**src/rtl/fp_norm_round_pkg.sv**
```systemverilog
// Shared definitions for the FP32 adder back end (fp_norm_round).
//  - FSM state encoding (3-bit enum)
//  - Mantissa / fraction / internal exponent widths
//  - Exponent and infinity constants
//  - pack_fp: assembles {sign, exp, frac} into an IEEE-754 single
package fp_norm_round_pkg;

    typedef enum logic [2:0] {
        ST_IDLE  = 3'd0,
        ST_ADD   = 3'd1,
        ST_NORM  = 3'd2,
        ST_ROUND = 3'd3,
        ST_DONE  = 3'd4
    } state_t;

    localparam int MANT_W = 48;
    localparam int FRAC_W = 23;
    // Internal exponent is wider than 8 bits so a carry plus a rounding
    // overflow (254 + 1 + 1) cannot wrap before the infinity check.
    localparam int EXP_W  = 10;

    localparam logic [7:0]  EXP_MAX = 8'hFF;
    localparam logic [31:0] INF_MAG = {1'b0, EXP_MAX, 23'h000000};

    function automatic logic [31:0] pack_fp(input logic sign,
                                            input logic [7:0] exp_field,
                                            input logic [FRAC_W-1:0] frac);
        return {sign, exp_field, frac};
    endfunction

endpackage

```
**src/rtl/fp_norm_round_rne_round.sv**
```systemverilog
// rne_round: combinational round-to-nearest-even and IEEE-754 packing.
// Ports:
//  m      in  48  normalized mantissa: [47] hidden bit, [46:24] fraction,
//                 [23] guard, [22:0] sticky bits
//  exp    in  10  biased exponent (1 means denormal range)
//  sign   in  1   result sign
//  result out 32  packed FP32 value
// Configuration: FP_ADD_FTZ_EN flushes denormal results to signed zero.
module rne_round
    import fp_norm_round_pkg::*;
(
    input  logic [MANT_W-1:0] m,
    input  logic [EXP_W-1:0]  exp,
    input  logic              sign,
    output logic [31:0]       result
);

    logic              guard_s;
    logic              sticky_s;
    logic              lsb_s;
    logic              inc_s;
    logic [24:0]       rnd_s;
    logic [23:0]       mant_s;
    logic [EXP_W-1:0]  exp_s;

    // Round the upper 24 bits to nearest-even, then encode the result.
    always_comb begin
        guard_s  = m[23];
        sticky_s = |m[22:0];
        lsb_s    = m[24];
        inc_s    = guard_s && (sticky_s || lsb_s);
        rnd_s    = {1'b0, m[47:24]} + {24'd0, inc_s};
        mant_s   = rnd_s[23:0];
        exp_s    = exp;
        // 1.111..1 rounding up wraps to 1.0 in the next binade.
        if (rnd_s[24]) begin
            mant_s = 24'h800000;
            exp_s  = exp + 10'd1;
        end else begin
            mant_s = rnd_s[23:0];
            exp_s  = exp;
        end

        if (exp_s >= {2'b00, EXP_MAX}) begin
            result = INF_MAG | {sign, 31'd0};
        end else if (!mant_s[23]) begin
            // No hidden bit: only reachable with exp==1, i.e. a denormal.
            // A denormal that rounds into bit 23 takes the branch below
            // and gets exponent field 1.
            result = pack_fp(sign, 8'd0, mant_s[22:0]);
        end else begin
            result = pack_fp(sign, exp_s[7:0], mant_s[22:0]);
        end

`ifdef FP_ADD_FTZ_EN
        if ((result[30:23] == 8'd0) && (result[22:0] != 23'd0)) begin
            result = {sign, 31'd0};
        end else begin
            result = result;
        end
`endif
    end

endmodule

```
**src/rtl/fp_norm_round.sv**
```systemverilog
// fp_norm_round: FP32 adder back end. Adds/subtracts two aligned 48-bit
// mantissas, normalizes iteratively (up to NORM_STEP positions per cycle),
// rounds to nearest-even and returns the packed single over valid/ready.
// One operation in flight; latency from accept to out_valid is 3 + NORM cycles.
// Parameters:
//  NORM_STEP  max left shift per NORM cycle (1, 2, 4 or 8)
// Ports:
//  clk, rst            clock (rising edge), asynchronous active-high reset
//  in_valid/in_ready   operand handshake
//  sign_op_1/2         operand signs
//  exp_res             biased exponent of the larger operand
//  op_1_f_pr/op_2_f_pr aligned mantissas: [47] hidden, [46:24] frac, [23:0] shifted-out
//  out_valid/out_ready result handshake
//  result              packed FP32 {sign, exp, frac}
// Configuration: FP_ADD_FTZ_EN (in rne_round) flushes denormal results to zero.
module fp_norm_round
    import fp_norm_round_pkg::*;
#(
    parameter int NORM_STEP = 1
) (
    input  logic              clk,
    input  logic              rst,
    input  logic              in_valid,
    output logic              in_ready,
    input  logic              sign_op_1,
    input  logic              sign_op_2,
    input  logic [7:0]        exp_res,
    input  logic [MANT_W-1:0] op_1_f_pr,
    input  logic [MANT_W-1:0] op_2_f_pr,
    output logic              out_valid,
    input  logic              out_ready,
    output logic [31:0]       result
);

    state_t            state_r, state_next_s;
    logic              sign1_r, sign2_r;
    logic [7:0]        exp_in_r;
    logic [MANT_W-1:0] a_r, b_r;
    logic [MANT_W-1:0] m_r;
    logic [EXP_W-1:0]  exp_r;
    logic              sign_r;
    logic              zero_r;
    logic [31:0]       result_r;
    logic              out_valid_r;
    logic              in_ready_r;

    logic [MANT_W:0]   sum_s;
    logic [MANT_W-1:0] add_m_s;
    logic [EXP_W-1:0]  add_exp_s;
    logic              add_sign_s;
    logic              add_zero_s;
    int unsigned       norm_sh_s;
    logic [MANT_W-1:0] norm_m_s;
    logic [EXP_W-1:0]  norm_exp_s;
    logic [31:0]       round_result_s;

    // Largest shift <= NORM_STEP that neither passes the leading one nor
    // drives the exponent below 1.
    function automatic int unsigned norm_shift(input logic [MANT_W-1:0] m,
                                               input logic [EXP_W-1:0] e);
        int unsigned sh;
        sh = 0;
        for (int i = 1; i <= NORM_STEP; i++) begin
            if (((m >> (MANT_W - i)) == 48'd0) && (e > EXP_W'(i))) begin
                sh = i;
            end else begin
                sh = sh;
            end
        end
        return sh;
    endfunction

    // Signed-magnitude add/subtract of the latched operands.
    always_comb begin
        sum_s      = {1'b0, a_r} + {1'b0, b_r};
        add_m_s    = 48'd0;
        add_exp_s  = {2'b00, exp_in_r};
        add_sign_s = sign1_r;
        if (sign1_r == sign2_r) begin
            if (sum_s[MANT_W]) begin
                // Carry out: shift right, keep the lost bit as sticky.
                add_m_s   = sum_s[MANT_W:1] | {47'd0, sum_s[0]};
                add_exp_s = {2'b00, exp_in_r} + 10'd1;
            end else begin
                add_m_s   = sum_s[MANT_W-1:0];
                add_exp_s = {2'b00, exp_in_r};
            end
            add_sign_s = sign1_r;
        end else if (a_r >= b_r) begin
            add_m_s    = a_r - b_r;
            add_sign_s = sign1_r;
        end else begin
            add_m_s    = b_r - a_r;
            add_sign_s = sign2_r;
        end
        add_zero_s = (add_m_s == 48'd0);
        // Exact cancellation always yields +0.
        if (add_zero_s) begin
            add_sign_s = 1'b0;
        end else begin
            add_sign_s = add_sign_s;
        end
    end

    // One normalization step on the working mantissa.
    always_comb begin
        norm_sh_s  = norm_shift(m_r, exp_r);
        norm_m_s   = m_r << norm_sh_s;
        norm_exp_s = exp_r - EXP_W'(norm_sh_s);
    end

    rne_round u_rne_round (
        .m      (m_r),
        .exp    (exp_r),
        .sign   (sign_r),
        .result (round_result_s)
    );

    // FSM next-state logic.
    always_comb begin
        state_next_s = state_r;
        case (state_r)
            ST_IDLE: begin
                if (in_valid) state_next_s = ST_ADD;
                else          state_next_s = ST_IDLE;
            end
            ST_ADD: begin
                // A zero sum skips normalization; it still passes ROUND so
                // every operation takes at least 3 cycles.
                if (add_zero_s || add_m_s[MANT_W-1] || (add_exp_s <= 10'd1))
                    state_next_s = ST_ROUND;
                else
                    state_next_s = ST_NORM;
            end
            ST_NORM: begin
                if (norm_m_s[MANT_W-1] || (norm_exp_s <= 10'd1))
                    state_next_s = ST_ROUND;
                else
                    state_next_s = ST_NORM;
            end
            ST_ROUND: state_next_s = ST_DONE;
            ST_DONE: begin
                if (out_ready) state_next_s = ST_IDLE;
                else           state_next_s = ST_DONE;
            end
            default: state_next_s = ST_IDLE;
        endcase
    end

    // State register and registered handshake outputs.
    always_ff @(posedge clk or posedge rst) begin
        if (rst) begin
            state_r     <= ST_IDLE;
            out_valid_r <= 1'b0;
            in_ready_r  <= 1'b1;
        end else begin
            state_r     <= state_next_s;
            out_valid_r <= (state_next_s == ST_DONE);
            in_ready_r  <= (state_next_s == ST_IDLE);
        end
    end

    // Datapath registers: operand capture, working mantissa/exponent, result.
    always_ff @(posedge clk or posedge rst) begin
        if (rst) begin
            sign1_r  <= 1'b0;
            sign2_r  <= 1'b0;
            exp_in_r <= 8'd0;
            a_r      <= 48'd0;
            b_r      <= 48'd0;
            m_r      <= 48'd0;
            exp_r    <= 10'd0;
            sign_r   <= 1'b0;
            zero_r   <= 1'b0;
            result_r <= 32'h00000000;
        end else begin
            case (state_r)
                ST_IDLE: begin
                    if (in_valid) begin
                        sign1_r  <= sign_op_1;
                        sign2_r  <= sign_op_2;
                        exp_in_r <= exp_res;
                        a_r      <= op_1_f_pr;
                        b_r      <= op_2_f_pr;
                    end
                end
                ST_ADD: begin
                    m_r    <= add_m_s;
                    exp_r  <= add_exp_s;
                    sign_r <= add_sign_s;
                    zero_r <= add_zero_s;
                end
                ST_NORM: begin
                    m_r   <= norm_m_s;
                    exp_r <= norm_exp_s;
                end
                ST_ROUND: begin
                    result_r <= zero_r ? 32'h00000000 : round_result_s;
                end
                default: begin
                    result_r <= result_r;
                end
            endcase
        end
    end

    assign in_ready  = in_ready_r;
    assign out_valid = out_valid_r;
    assign result    = result_r;

endmodule

```
**config.mk**
```make
export PLATFORM = sky130hd
export DESIGN_NAME = fp_norm_round
export DESIGN_NICKNAME = d
export VERILOG_FILES = /design/src/rtl/fp_norm_round_pkg.sv /design/src/rtl/fp_norm_round_rne_round.sv /design/src/rtl/fp_norm_round.sv
export SDC_FILE = /design/constraint.sdc
export NUM_CORES = 1
export LEC_CHECK = 0
export ABC_AREA = 0
export CAP_MARGIN = 30
export CORE_MARGIN = 10
export CORE_UTILIZATION = 53
export CTS_CLUSTER_DIAMETER = 150
export DETAILED_ROUTE_END_ITERATION = 12
export MAX_ROUTING_LAYER = met4
export PLACE_DENSITY = 0.8
export SLEW_MARGIN = 15
export SYNTH_ARGS = -nofsm -noshare
export SYNTH_HDL_FRONTEND = slang
export SYNTH_HIERARCHICAL = 1
export SYNTH_SLANG_ARGS = --single-unit
export TNS_END_PERCENT = 30
```
**constraint.sdc**
```tcl
create_clock -name clk -period 20 [get_ports clk]
set_input_delay 5 -clock clk [delete_from_list [all_inputs] [get_ports clk]]
set_output_delay 5 -clock clk [all_outputs]
set_load 0.01 [all_outputs]
```
==> results of run 1 <==
==> stage by stage <==
stage	hold slack (ps)	cell area, um2
6_report	475	21800
3_5_place_dp	469	20800
3_3_place_gp	461	20800
2_1_floorplan	485	19100
4_1_cts	482	21700
5_1_grt	505	21800
==> logic make-up after synthesis <==
logic type | count (synthesis)
xor gates and xnor gates | 117
and+or+nand+nor | 850
AOI/OAI and AO/OA | 847
adders and majority gates | 152
muxes | 45
DFF | 203
buffers and inverters | 292
==> cells in the final DEF (no fill, tap or decap), types with 11 or more instances in the layout <==
master / synthesis / layout
ha_1: 149 / 149
nor3_1: 55 / 54
a22oi_1: 47 / 47
nor2b_1: 20 / 20
inv_1: 150 / 149
o211ai_1: 20 / 20
a21oi_1: 204 / 204
o31ai_1: 33 / 33
nand2_1: 325 / 325
nand2b_1: 45 / 45
mux2_2: 14 / 14
xor2_1: 23 / 22
clkdlybuf4s50_1: 0 / 143
mux2i_1: 28 / 28
and3_1: 13 / 13
dfrtp_1: 202 / 202
nor4_1: 41 / 41
a211oi_1: 25 / 25
o21ai_0: 257 / 257
o21ai_1: 15 / 14
o221ai_1: 18 / 18
clkbuf_16: 0 / 26
nand4_1: 55 / 55
a31oi_1: 26 / 26
and2_1: 16 / 16
o21a_1: 22 / 22
buf_4: 4 / 25
a21o_1: 30 / 30
a221oi_1: 13 / 13
o22ai_1: 11 / 11
nand3_1: 47 / 47
o21bai_1: 26 / 26
nor2_1: 169 / 168
xnor2_1: 94 / 93
==> worst min-delay path, delay by kind of cell, from the launching register on <==
family / cells / cell delay [ps]
flip-flops: 1 / 340
AND/OR/NAND/NOR: 1 / 40
AO/OA/AOI/OAI: 1 / 60
==> worst paths after layout <==
path,start,endpoint,slack (ps),depth (start not counted)
max in group asynchronous,rst,m_r[15],13960,4
worst max register to register,a_r[9],sign_r,13700,16
worst max-delay path,in_valid,a_r[47],12960,6
worst min-delay path,result[5],result[5],480,2
worst min register to register,result[5],result[5],480,2
min in group asynchronous,rst,b_r[27],4870,2
==> cell type report <==
cell class	instances	area share (%)
inverters	156	2.73
well taps	461	2.65
flip-flops and latches	203	23.4
clock buffers	35	3.33
clock inverters	12	0.753
repair buffers	172	7.79
multi-input cells	2011	59.4
==> synthesized netlist by cell type, types with 9 or more instances <==
cell type / n / area share (%)
nor3_1: 55 / 1.4
o22ai_1: 11 / 0.36
o21bai_1: 26 / 1.0
nand4_1: 55 / 1.8
ha_1: 149 / 9.7
dfrtp_1: 202 / 26
mux2_2: 14 / 0.82
nor4_1: 41 / 1.3
o21ai_0: 257 / 6.7
nor2_1: 169 / 3.3
buf_2: 27 / 0.71
a22oi_1: 47 / 1.8
nand2b_1: 45 / 1.5
a21boi_0: 9 / 0.35
buf_1: 13 / 0.25
xor2_1: 23 / 1.1
a221oi_1: 13 / 0.59
a21o_1: 30 / 1.2
o31ai_1: 33 / 1.3
a211oi_1: 25 / 0.98
clkbuf_1: 88 / 1.7
or2_2: 9 / 0.29
and2_1: 16 / 0.52
a21oi_1: 204 / 5.3
nor2b_1: 20 / 0.65
o221ai_1: 18 / 0.82
o21a_1: 22 / 0.86
nand3_1: 47 / 1.2
xnor2_1: 94 / 4.3
nand2_1: 325 / 6.4
a31oi_1: 26 / 0.85
and3_1: 13 / 0.42
o21ai_1: 15 / 0.39
o211ai_1: 20 / 0.78
mux2i_1: 28 / 1.5
inv_1: 150 / 2.9
==> metal layers <==
layer	global-route usage, %	wire length, um
met4	9.20	2610
met3	7.10	7690
met2	50.1	32900
met5	-	0
met1	43.4	31600
==> sequential cells by signal, summed over array words and instances (netlist names) <==
signal / flops
zero_r: 1
exp_r: 10
result: 32
a_r: 48
b_r: 48
state_r: 3
sign_r: 1
in_ready: 1
out_valid: 1
m_r: 48
sign2_r: 1
sign1_r: 1
exp_in_r: 8
==> impl_metrics.ini, run 1 <==
[drt]
drt_iter0_drc = 2558
wirelength_um = 74800
viasPerCell = 6.63
dr_total_vias = 20200
routedWlPerCell_um = 24.5
postRouteAntennaNets = 0
drc = 0
drt_first_pass_iters = 7

[placed_design]
gp_congestion = 1.05
dp_hpwl_um = 58300
port-buffer-count = 143
place_ws_ps = 12190
placed_cells = 3001

[floorplan]
die_area_um2 = 44100
start_util_pct = 53.8
die_w_um = 210
fp.dieH_um = 210
io_pins = 144
num_rows = 69
fp.coreArea_um2 = 35600

[layout]
final_util_pct = 61.2
diodes = 0
instances_no_fill = 3050
multi_input_area_um2 = 12900
drive_gt1_share_pct = 5.56
regArea_um2 = 5080
final_net_count = 2832
fillers = 3169
area_growth_pct = 13.7

[clock_tree]
htree_num_levels = 1
root_buffer = clkbuf_16
postCtsSetupRepairBufs = 0
path_clk_slew_ps = 60
insertion_delay_ps = 580
cts_buffers = 26
cts_hold_buf = 0
post_cts_resized = 0
cts_buffer_depth = 3
cts.sinks = 203
cts_tree = yes

[critical_path]
cp_top_family = buffers and inverters
max_stage_delay_ps = 670
cp.arrival_ps = 7490
cp-start-kind = input port
worstPathRequired_ps = 20450
critPathKind = input port to flop
crit_chain = clkdlybuf4s50_1 -> nor4b_2 -> buf_4 -> buf_4 -> buf_16 -> mux2_2
critical-path-slowest-cell = buf_4
path_buf_inv = 4
path_max_fanout = 98
cp-end-kind = flop
cp_common_cell = buf_4

[synth]
synth_fa_ha_area_share_pct = 10.1
synth_xor_area_share_pct = 5.35
syn_area_um2 = 19100
yosys.area_share.simple_pct = 21.3
synth-edff-count = 0
synth-compound-area-share_pct = 28.1
synth_cells = 2506
yosysUniqueCellTypes = 93
yosysWarnings = 6
synth_top_family_by_area = compound AO/OA/AOI/OAI gates
synthMuxAreaShare_pct = 2.52
syn_avg_cell_area_um2 = 7.64
yosysSeqAreaShare_pct = 26.5
syn-num-nets = 2768
async_reset_ff_share_pct = 100
synth_flop_cell = dfrtp_1
yosys_register_bits = 203

[timing]
clock-skew-final_ps = 21.3
worstMarginPinSlew_ps = 1050
max_slew_margin_pct = 29.9
setup_tns_ps = 0
final-setup-viol-count = 0
slew_viol_final = 0
period_needed_ps = 7040
setup_slack_ps = 12960
fin_crit_sh_pct = 35.2
rsz0062_at_grt = false
fmax_mhz = 142
hold_viol_final = 0

[min_path]
hp-class = flop to flop

[global_route]
grt_max_degree = 115
grt_pass1_wl_um = 113000
grt_pass1_vias = 18900
globalRoute.totalOverflow = 0
grtUsageTotal_pct = 32.9
antenna_found_initial = 0

[status]
status = completed

[run]
maxCapViolCount = 0
Power of run 1 is not shown: default switching activity piles up to over one toggle a cycle in this logic, so the estimate is an artifact.
==> inputs of run 2 (changes only) <==
Clock period 20 ns to 6.6 ns, I/O delays scaled along.
==> run 2 against run 1 <==
Die area stayed put; non-clock buffer count stayed put; worst hold slack better by 2.8 ps; clock skew is 10 ps higher; wire length is 3.7% higher; cell count stayed put; setup slack worse by 12000 ps; sequential share of layout area hardly changed; utilization hardly changed; design area hardly changed; highest routed layer unchanged.
==> impl_metrics.ini, run 2 (synthesis gave the netlist of run 1 again) <==
[global_route]
grtUsageTotal_pct = 34.8
antenna_found_initial = 0
globalRoute.totalOverflow = 0
grt_pass1_wl_um = 119000
grt_pass1_vias = 19600
grt_max_degree = 203

[floorplan]
die_w_um = 210
die_area_um2 = 44100
io_pins = 144
fp.coreArea_um2 = 35600
num_rows = 69
start_util_pct = 53.8
fp.dieH_um = 210

[placed_design]
port-buffer-count = 143
placed_cells = 3002
dp_hpwl_um = 60800
placed_cell_area_um2 = 20800
gp_congestion = 1.09

[clock_tree]
cts_hold_buf = 0
cts_buffer_depth = 3
cts_buffers = 26
insertion_delay_ps = 580
postCtsSetupRepairBufs = 0
post_cts_resized = 0
path_clk_slew_ps = 60
cts_tree = yes
htree_num_levels = 1
root_buffer = clkbuf_16
cts.sinks = 203

[critical_path]
critical-path-slowest-cell = nor4_1
cp-end-kind = flop
path_max_fanout = 26
crit_chain = inv_1 -> ha_1 -> a21oi_1 -> o21ai_1 -> a21oi_1 -> o21a_1 -> o2111a_2 -> buf_4 -> nor2_1 -> o211ai_1 -> o31ai_1 -> nor4_1 -> nand4_1 -> nor4_1 -> nand4_1 -> o211a_1
cp_top_family = compound AO/OA/AOI/OAI gates
path_buf_inv = 2
cp.arrival_ps = 6480
critPathKind = flop to flop
worstPathRequired_ps = 7050
max_stage_delay_ps = 840
cp-start-kind = flop

[timing]
max_slew_margin_pct = 22.1
setup_tns_ps = 0
worstMarginPinSlew_ps = 1160
rsz0062_at_grt = false
period_needed_ps = 6030
fin_crit_sh_pct = 91.4
final-setup-viol-count = 0
fmax_mhz = 166
slew_viol_final = 0
hold_viol_final = 0
clock-skew-final_ps = 31.3

[drt]
wirelength_um = 77600
drt_first_pass_iters = 8
drc = 0
viasPerCell = 6.66
postRouteAntennaNets = 0
dr_total_vias = 20300
routedWlPerCell_um = 25.4
drt_iter0_drc = 2377

[layout]
final_common_cell = nand2_1
diodes = 0
area_growth_pct = 13.6
final_net_count = 2832
postLayoutCellArea_um2 = 21700
final_util_pct = 61.1
instances_no_fill = 3050
drive_gt1_share_pct = 5.48
final_cell_mix = nand2_1, o21ai_0, a21oi_1, dfrtp_1, nor2_1
reg.largest.list = a_r: 48 flops, b_r: 48 flops, m_r: 48 flops

[status]
status = completed

[run]
maxCapViolCount = 0

[min_path]
hp-class = flop to flop
run 2: through the flow:
stage	hold WS (ps)	setup slack [ps]
floorplan	485	2320
global placement	460	868
detailed placement	471	867
CTS	484	819
global route	497	505
finish	478	567
run 2: final cells by class:
type / instances / area (um2)
clock inverters: 9 / 165
flip-flops and latches: 203 / 5080
clock buffers: 38 / 726
repair buffers: 172 / 1680
well taps: 461 / 577
inverters: 156 / 589
multi-input cells: 2011 / 12900
fillers: 3188 / 13800
run 2: path summary, 6_finish.rpt:
check / from / to / slack, ps / cells after the start
worst max register to register: a_r[17] / sign_r / 570 / 16
worst min register to register: result[5] / result[5] / 480 / 2
worst min-delay path: result[5] / result[5] / 480 / 2
max in group asynchronous: rst / a_r[43] / 4270 / 3
worst max-delay path: a_r[17] / sign_r / 570 / 16
min in group asynchronous: rst / b_r[28] / 1620 / 3
run 2: routing by layer:
layer	vias to the layer above	track usage, %	wire (um)
li1	9170	-	-
met1	9743	46.0	33000
met2	1179	52.4	33900
met3	230	6.27	7290
met4	0	12.4	3400
met5	-	-	0
run 2: worst min-delay path: cells and delay by family, from the launching register on:
kind | cells | cell delay (ps)
simple gates | 1 | 50
flops | 1 | 340
compound gates | 1 | 60
Power of run 2 is left out for the same reason.
